===== src/rtl/branch_predictor.sv =====
// rtl/branch_predictor.sv - direct-mapped 2-bit branch predictor with redirect generation
// Table is trained from resolved branches; mispredictions raise a registered redirect.
module branch_predictor #(
  parameter int IDX_W = 4,
  parameter int CNT_W = 16
) (
  input  logic             clk,
  input  logic             rst,
  input  logic             pred_req,
  input  logic [31:0]      pred_pc,
  output logic             pred_resp_valid,
  output logic             pred_take,
  output logic [31:0]      pred_next_pc,
  input  logic             upd_valid,
  input  logic [31:0]      upd_pc,
  input  logic             upd_taken,
  input  logic [31:0]      upd_target,
  input  logic             upd_pred_take,
  input  logic [31:0]      upd_pred_next_pc,
  input  logic             flush_tbl,
  output logic             redirect_valid,
  output logic [31:0]      redirect_pc,
  output logic [CNT_W-1:0] mispredict_count
);

  localparam int ENTRIES = 1 << IDX_W;
  localparam int TAG_W   = 30 - IDX_W;

  logic             tbl_valid  [ENTRIES];
  logic [TAG_W-1:0] tbl_tag    [ENTRIES];
  logic [1:0]       tbl_ctr    [ENTRIES];
  logic [31:0]      tbl_target [ENTRIES];

  logic [IDX_W-1:0] lk_idx;
  logic [IDX_W-1:0] up_idx;
  logic             lk_hit;
  logic             lk_take;
  logic [31:0]      lk_next;
  logic             up_hit;
  logic             mispredict;
  logic [31:0]      actual_next;

  // Lookup reads the table as it stands before this cycle's training or flush.
  always_comb begin
    lk_idx      = pred_pc[IDX_W+1:2];
    lk_hit      = tbl_valid[lk_idx] && (tbl_tag[lk_idx] == pred_pc[31:IDX_W+2]);
    lk_take     = lk_hit && tbl_ctr[lk_idx][1];
    lk_next     = lk_take ? tbl_target[lk_idx] : pred_pc + 32'd4;
    up_idx      = upd_pc[IDX_W+1:2];
    up_hit      = tbl_valid[up_idx] && (tbl_tag[up_idx] == upd_pc[31:IDX_W+2]);
    actual_next = upd_taken ? upd_target : upd_pc + 32'd4;
    mispredict  = (upd_pred_take != upd_taken) ||
                  (upd_taken && (upd_pred_next_pc != upd_target));
  end

  always_ff @(posedge clk or posedge rst) begin
    if (rst) begin
      pred_resp_valid <= 1'b0;
      pred_take       <= 1'b0;
      pred_next_pc    <= 32'd0;
    end else begin
      pred_resp_valid <= pred_req;
      if (pred_req) begin
        pred_take    <= lk_take;
        pred_next_pc <= lk_next;
      end
    end
  end

  always_ff @(posedge clk or posedge rst) begin
    if (rst) begin
      redirect_valid   <= 1'b0;
      redirect_pc      <= 32'd0;
      mispredict_count <= '0;
    end else begin
      redirect_valid <= upd_valid && mispredict;
      if (upd_valid && mispredict) begin
        redirect_pc <= actual_next;
        if (mispredict_count != {CNT_W{1'b1}})
          mispredict_count <= mispredict_count + CNT_W'(1);
      end
    end
  end

  // A flush in the same cycle as an update discards that update's training.
  always_ff @(posedge clk or posedge rst) begin
    if (rst) begin
      for (int i = 0; i < ENTRIES; i++) begin
        tbl_valid[i]  <= 1'b0;
        tbl_tag[i]    <= '0;
        tbl_ctr[i]    <= 2'b01;
        tbl_target[i] <= 32'd0;
      end
    end else if (flush_tbl) begin
      for (int i = 0; i < ENTRIES; i++)
        tbl_valid[i] <= 1'b0;
    end else if (upd_valid) begin
      if (up_hit) begin
        if (upd_taken) begin
          tbl_target[up_idx] <= upd_target;
          if (tbl_ctr[up_idx] != 2'b11)
            tbl_ctr[up_idx] <= tbl_ctr[up_idx] + 2'd1;
        end else if (tbl_ctr[up_idx] != 2'b00) begin
          tbl_ctr[up_idx] <= tbl_ctr[up_idx] - 2'd1;
        end
      end else if (upd_taken) begin
        tbl_valid[up_idx]  <= 1'b1;
        tbl_tag[up_idx]    <= upd_pc[31:IDX_W+2];
        tbl_target[up_idx] <= upd_target;
        tbl_ctr[up_idx]    <= 2'b10;
      end
    end
  end

endmodule


===== config.mk =====
export PLATFORM = sky130hd
export DESIGN_NAME = branch_predictor
export DESIGN_NICKNAME = d
export VERILOG_FILES = /design/src/rtl/branch_predictor.sv
export SDC_FILE = /design/constraint.sdc
export NUM_CORES = 2
export LEC_CHECK = 0
export BUFFER_PORTS_ARGS = -buffer_cell sky130_fd_sc_hd__buf_4
export CORE_MARGIN = 10
export CORE_UTILIZATION = 56
export DETAILED_ROUTE_END_ITERATION = 10
export PLACE_DENSITY_LB_ADDON = 0.15
export SLEW_MARGIN = 5
export SYNTH_ARGS = -nofsm -noshare
export SYNTH_HDL_FRONTEND = slang
export SYNTH_SLANG_ARGS = --single-unit

===== constraint.sdc =====
create_clock -name clk -period 34.5 [get_ports clk]
set_input_delay 6.9 -clock clk [delete_from_list [all_inputs] [get_ports clk]]
set_output_delay 6.9 -clock clk [all_outputs]
set_load 0.02 [all_outputs]

## Yosys cells after proc, flatten, opt, wreduce, memory -nomap -nowiden

Cells that the tools add are included.

- Flip-flop bits (word level): 1059
- Input port bits: 135
- Output and inout port bits: 83
- Logic and storage cells: 155

- Add/subtract/negate cells: 5
- Magnitude comparators: 3
- Equal/unequal tests: 8
- Multiplexer cells: 44
- Bitwise operators: 8
- Reduce and logical (&&, ||, !) cells: 17

Operators with widths:

| kind | count |
|---|---|
| bitwise mux 512 bit | 1 |
| bitwise mux 416 bit | 1 |
| two-way mux 32 bit | 10 |
| binary-select mux 26 bit (select 4 bit) | 2 |
| two-way mux 26 bit | 5 |
| binary-select mux 32 bit (select 4 bit) | 1 |
| demux 32 bit (select 4 bit) | 1 |
| demux 26 bit (select 4 bit) | 1 |
| adder 32 x 3 -> 32 bit (second input constant) | 2 |
| bitwise mux 32 bit | 2 |
| two-way mux 16 bit | 4 |
| == test 26 bit | 2 |
| != test 32 bit | 1 |
| bitwise OR 16 bit | 2 |
| adder 16 x 1 -> 16 bit (second input constant) | 1 |
| AND 16 bit | 1 |
| binary-select mux 2 bit (select 4 bit) | 2 |
| != test 16 bit (second input constant) | 1 |
| NOT 16 bit | 1 |
| >= comparator 5 bit (second input constant) | 2 |
| two-way mux 2 bit | 5 |
| NOT 4 -> 5 bit | 2 |
| nonzero test 2 bit | 5 |
| binary-select mux 1 bit (select 4 bit) | 2 |
| 16 further kinds | 28 |

## Logic depth before layout (Yosys ltp)

- Depth after elaboration: 10
- Depth in mapped cells: 16
- Depth with buffers taken out: 10

## Worst setup path after synthesis

Ideal clock, no wire load.

- Path kind: input to register
- Start point: input port upd_pc[2]
- End point: register tbl_ctr[26] (netlist name)
- Library setup time: 75 ps
- Arrival time: 10132 ps
- Data required time: 34425 ps
- Slack: 24293 ps
- Cell stages on the path: 15
- Buffers on the path: 6
- Cells stage by stage: buf_6 buf_4 buf_2 buf_2 buf_2 mux4_2 mux4_2 inv_1 ha_1 nor4b_1 nand4_1 clkbuf_1 nor4_1 a21oi_1 mux2i_1

- Longest elaborated chain between the ends: 9
- Elaborated cells on any way between the ends: 34
- Classes of those cells: add/sub: 2; order compare: 2; eq/ne: 3; mux: 18; bitwise: 3; reduce/logical: 6

Ends and longest elaborated chain:

| item | line | source |
|---|---|---|
| start, declared | 15 | `input logic [31:0] upd_pc,` |
| NOT 4 -> 5 bit (not written as such) (*) | -- |  |
| binary-select mux 2 bit (select 4 bit), or another cell as far along | -- |  |
| two-way mux 2 bit (not written as such) or logical AND 1 bit (tied branches) | -- |  |
| two-way mux 2 bit, on equally long branches | -- |  |
| subtractor 2 x 1 -> 2 bit, or another cell as far along | 104 | `tbl_ctr[up_idx] <= tbl_ctr[up_idx] - 2'd1;` |
| bitwise mux 32 bit, or another cell as far along | 104 |  |
| two-way mux 32 bit, or another cell as far along | 103 | `end else if (tbl_ctr[up_idx] != 2'b00) begin` |
| two-way mux 32 bit, on equally long branches | 99, 106 |  |
| two-way mux 32 bit | 98 | `if (up_hit) begin` |
| end signal, assigned by index | 102 | `tbl_ctr[up_idx] <= tbl_ctr[up_idx] + 2'd1;` |
| end signal, assigned by index | 104 |  |
| end, declared | 31 | `logic [1:0] tbl_ctr [ENTRIES];` |

Every way passes the cells marked *; elsewhere a longest branch is shown, timed or not. The select of a mux whose other input is x is not followed.
A chain may end at the register's enable or synchronous reset.

## Worst setup path in the final report

- Start point: input port upd_pc[3]
- End point: register tbl_tag[131] (netlist name)

- Longest elaborated chain between the ends: 8
- Elaborated cells on any way between the ends: 17
- Classes of those cells: order compare: 2; eq/ne: 1; mux: 9; bitwise: 2; reduce/logical: 3

Ends and longest elaborated chain:

| item | line | source |
|---|---|---|
| NOT 4 -> 5 bit (not written as such) (*) | 50, 108 |  |
| binary-select mux 26 bit (select 4 bit) | 50 | `up_hit = tbl_valid[up_idx] && (tbl_tag[up_idx] == upd_pc[31:IDX_W+2]);` |
| two-way mux 26 bit (not written as such) (2 in a row) | 50 |  |
| == test 26 bit | 50 |  |
| logical AND 1 bit | 50 |  |
| NOT 1 bit (no source line) | -- |  |
| AND reduction 4 bit (no source line) | -- |  |
| end signal, assigned by index | 108 | `tbl_tag[up_idx] <= upd_pc[31:IDX_W+2];` |
| end, declared | 30 | `logic [TAG_W-1:0] tbl_tag [ENTRIES];` |

Marks and branches as above.

==> results.yml <==
setup_path:
  crit_start: "upd_pc[3]"
  reg2regPathDepth: 9
  cp-end-kind: "flop"
  worstPathRequired_ns: 35.07
  cp_max_fo: 43
  crit_slowest_cell: "or3_2"
  max_stage_delay_ns: 1.05
  regToRegStartpoint: "tbl_tag[314]"
  crit_chain: "buf_6 > buf_4 > buf_4 > mux2_2 > a22oi_1 > o21ai_0 > a2111oi_0 > a31o_2 > nand4_4 > or3_2 > nand2_2 > mux2_2"
  worstSetupPathType: "primary input to flop"
  worstSetupStartpointType: "primary input"
  critical_path_arrival_ns: 13.59
timing:
  period_share: 0.377
  slew_headroom: 0.136
  drv_slew: 0
  period_minus_slack_ns: 13.02
  rsz0062_at_grt: "false"
  max_freq_mhz: 76.8
  hold_viol: 0
  fin_worst_skew_ns: 0.0261
  finalSetupViolCount: 0
  worstMarginPinSlew_ns: 1.29
  fin_tns_setup_ns: 0
die:
  die_h_microns: 331
  start_util: 0.562
  die_w_microns: 331
  row_count: 114
  die-area_sq_um: 110000
  coreArea_sq_um: 96400
  io_pins: 218
clocking:
  post_cts_resized: 0
  ctsHoldBuffers: 0
  cts-root-buf: "clkbuf_16"
  cts_made_buffers: 113
  cts_buffer_depth: 3
  clock_sinks: 1059
  cts_tree: "built"
  clock_latency_ns: 0.71
  post_cts_buffers: 0
  cts_max_level: 3
  path_clk_slew_ns: 0.06
final_layout:
  area_delta_synth_final_pct: 10.7
  fin_cells: 5099
  nets: 3868
  drive_gt1_frac: 0.452
global_routing:
  grt_pass1_wl_microns: 246000
  gr-total-overflow: 0
  grt_start_max_net_pins: 179
  antenna_found_initial: 12
  first_global_vias: 36205
  track_usage: 0.305
run_status:
  status: "finished, final reports clean"
yosys:
  synth_flop_cell: "dfrtp_1"
  netlist_area_sq_um: 54200
  async_flop_share: 1.00
  ys_seq_area_frac: 0.489
  synth_edf_count: 0
  syn-instance-count: 3685
  syn-mean-instance-area_sq_um: 14.7
  yosysWarnings: 0
  syn_nets: 3828
  ys_ff_latch: 1059
  ys_types: 81
placed_design:
  place_hpwl_microns: 106000
  dp.cells: 4886
  gp_congestion: 0.929
  port_buffers: 217
detailed_routing:
  wirelength_microns: 166000
  vias_per_cell: 6.70
  avgRoutedWirePerCell_microns: 32.6
  drtAntennaViolNets: 0
  drc: 0
  drtPass1Iterations: 8
  route.vias.total: 34171
  drt_iter0_markers: 3338
power:
  powerDensity_nw_per_um2: 55.2
  vdd_drop_max_mv: 0.0455
  finalPower_mw: 3.31
  power_leakage_nw: 27.3
min_path:
  min_path_type: "flop to flop"
  hold_start: "tbl_ctr[10]"
  holdPathStages: 2
run:
  drv_cap: 0
[cell usage after synthesis, types with 10 or more instances]
cell         n  area, sq um
nor2_1      87          327
mux2_1     171         1930
xnor2_1    100          876
mux4_2     389         8760
mux2_2     810         9120
a21oi_1     53          265
xor2_1      46          403
buf_2       46          230
clkbuf_1   210          788
buf_6       12          135
mux2i_1    114         1140
nand4_1     29          181
buf_1       35          131
inv_1       77          289
buf_4       22          165
a22oi_1     10         75.1
a21oi_2     10         87.6
nand3_1     40          200
dfrtp_1   1043        26100
dfstp_2     16          420
buf_12      11          220
o21ai_0     57          285
nor3_1      17         85.1
nor4_1      26          163
buf_8       10          150
nand2_1     97          364
[layout make-up]
| cell class | count | area [sq um] |
|---|---|---|
| flip-flops and latches | 1059 | 26500 |
| well taps | 1276 | 1600 |
| multi-input cells | 2201 | 25700 |
| repair buffers | 271 | 2070 |
| clock buffers | 171 | 3370 |
| clock inverters | 37 | 460 |
| diodes | 5 | 12.5 |
| fillers | 7226 | 36400 |
| inverters | 79 | 300 |
[per-layer routing]
layer,track usage,share of wire,wire [microns],vias up
met1,0.424,0.42,69300,18457
met5,0,0.00039,64,-
met3,0.0887,0.098,16300,315
met2,0.460,0.45,75300,1586
met4,0.0991,0.031,5150,10
li1,-,-,-,13803
[stage by stage]
stage	utilization	hold slack, ns	setup slack [ns]	instance area [sq um]
final	0.623	0.477	21.48	60000
after global routing	0.623	0.486	21.26	60000
after CTS	0.623	0.479	21.60	60000
after detailed placement	0.583	0.465	20.88	56200
after global placement	0.583	0.458	20.97	56200
after floorplan	-	0.446	13.01	54200
[worst max-delay path: cells and delay by family]
kind,cells,cell delay [ns]
buffers and inverters,3,1.83
AO/OA/AOI/OAI,4,1.51
AND/OR/NAND/NOR,3,2.42
multiplexers,2,0.86
[registers in the layout, indices dropped and copies added (netlist names)]
signal / count
tbl_valid: 16
mispredict_count: 16
pred_take: 1
tbl_target: 512
redirect_pc: 32
tbl_tag: 416
pred_resp_valid: 1
redirect_valid: 1
pred_next_pc: 32
tbl_ctr: 32
[cells by family after synthesis]
kind of cell | Yosys count | synth area share
AO/OA/AOI/OAI | 203 | 0.0251
XOR/XNOR | 146 | 0.0236
adder cells (fa/ha/maj) | 8 | 0.00185
buffers and inverters | 425 | 0.0390
flip-flops | 1059 | 0.489
multiplexers | 1484 | 0.386
AND/OR/NAND/NOR | 360 | 0.0349
[final timing paths]
kind | to | slack, ns
worst max-delay path | tbl_tag[131] | 21.48
worst min-delay path | tbl_ctr[10] | 0.48
worst max register to register | tbl_tag[131] | 29.16
worst min register to register | tbl_ctr[10] | 0.48
max in group asynchronous | tbl_target[189] | 23.75
min in group asynchronous | tbl_tag[381] | 6.44
[cell usage in the layout, fill, tap and decap left out, types with 46 or more instances in the layout]
cell type	netlist	layout
dfrtp_1	1043	1043
mux2_2	810	810
mux4_2	389	389
buf_4	22	267
mux2_1	171	171
clkbuf_16	0	115
mux2i_1	114	114
xnor2_1	100	100
nand2_1	97	97
inv_1	77	76
nor2_1	87	72
o21ai_0	57	57
a21oi_1	53	52
xor2_1	46	46
[power by group]
| part | switching (mW) | internal, mW | total (mW) |
|---|---|---|---|
| combinational | 0.264 | 0.287 | 0.551 |
| clock | 0.511 | 0.738 | 1.25 |
| sequential | 0.107 | 1.41 | 1.51 |
| total | 0.881 | 2.43 | 3.31 |
Power figures use the tool's default switching activity.
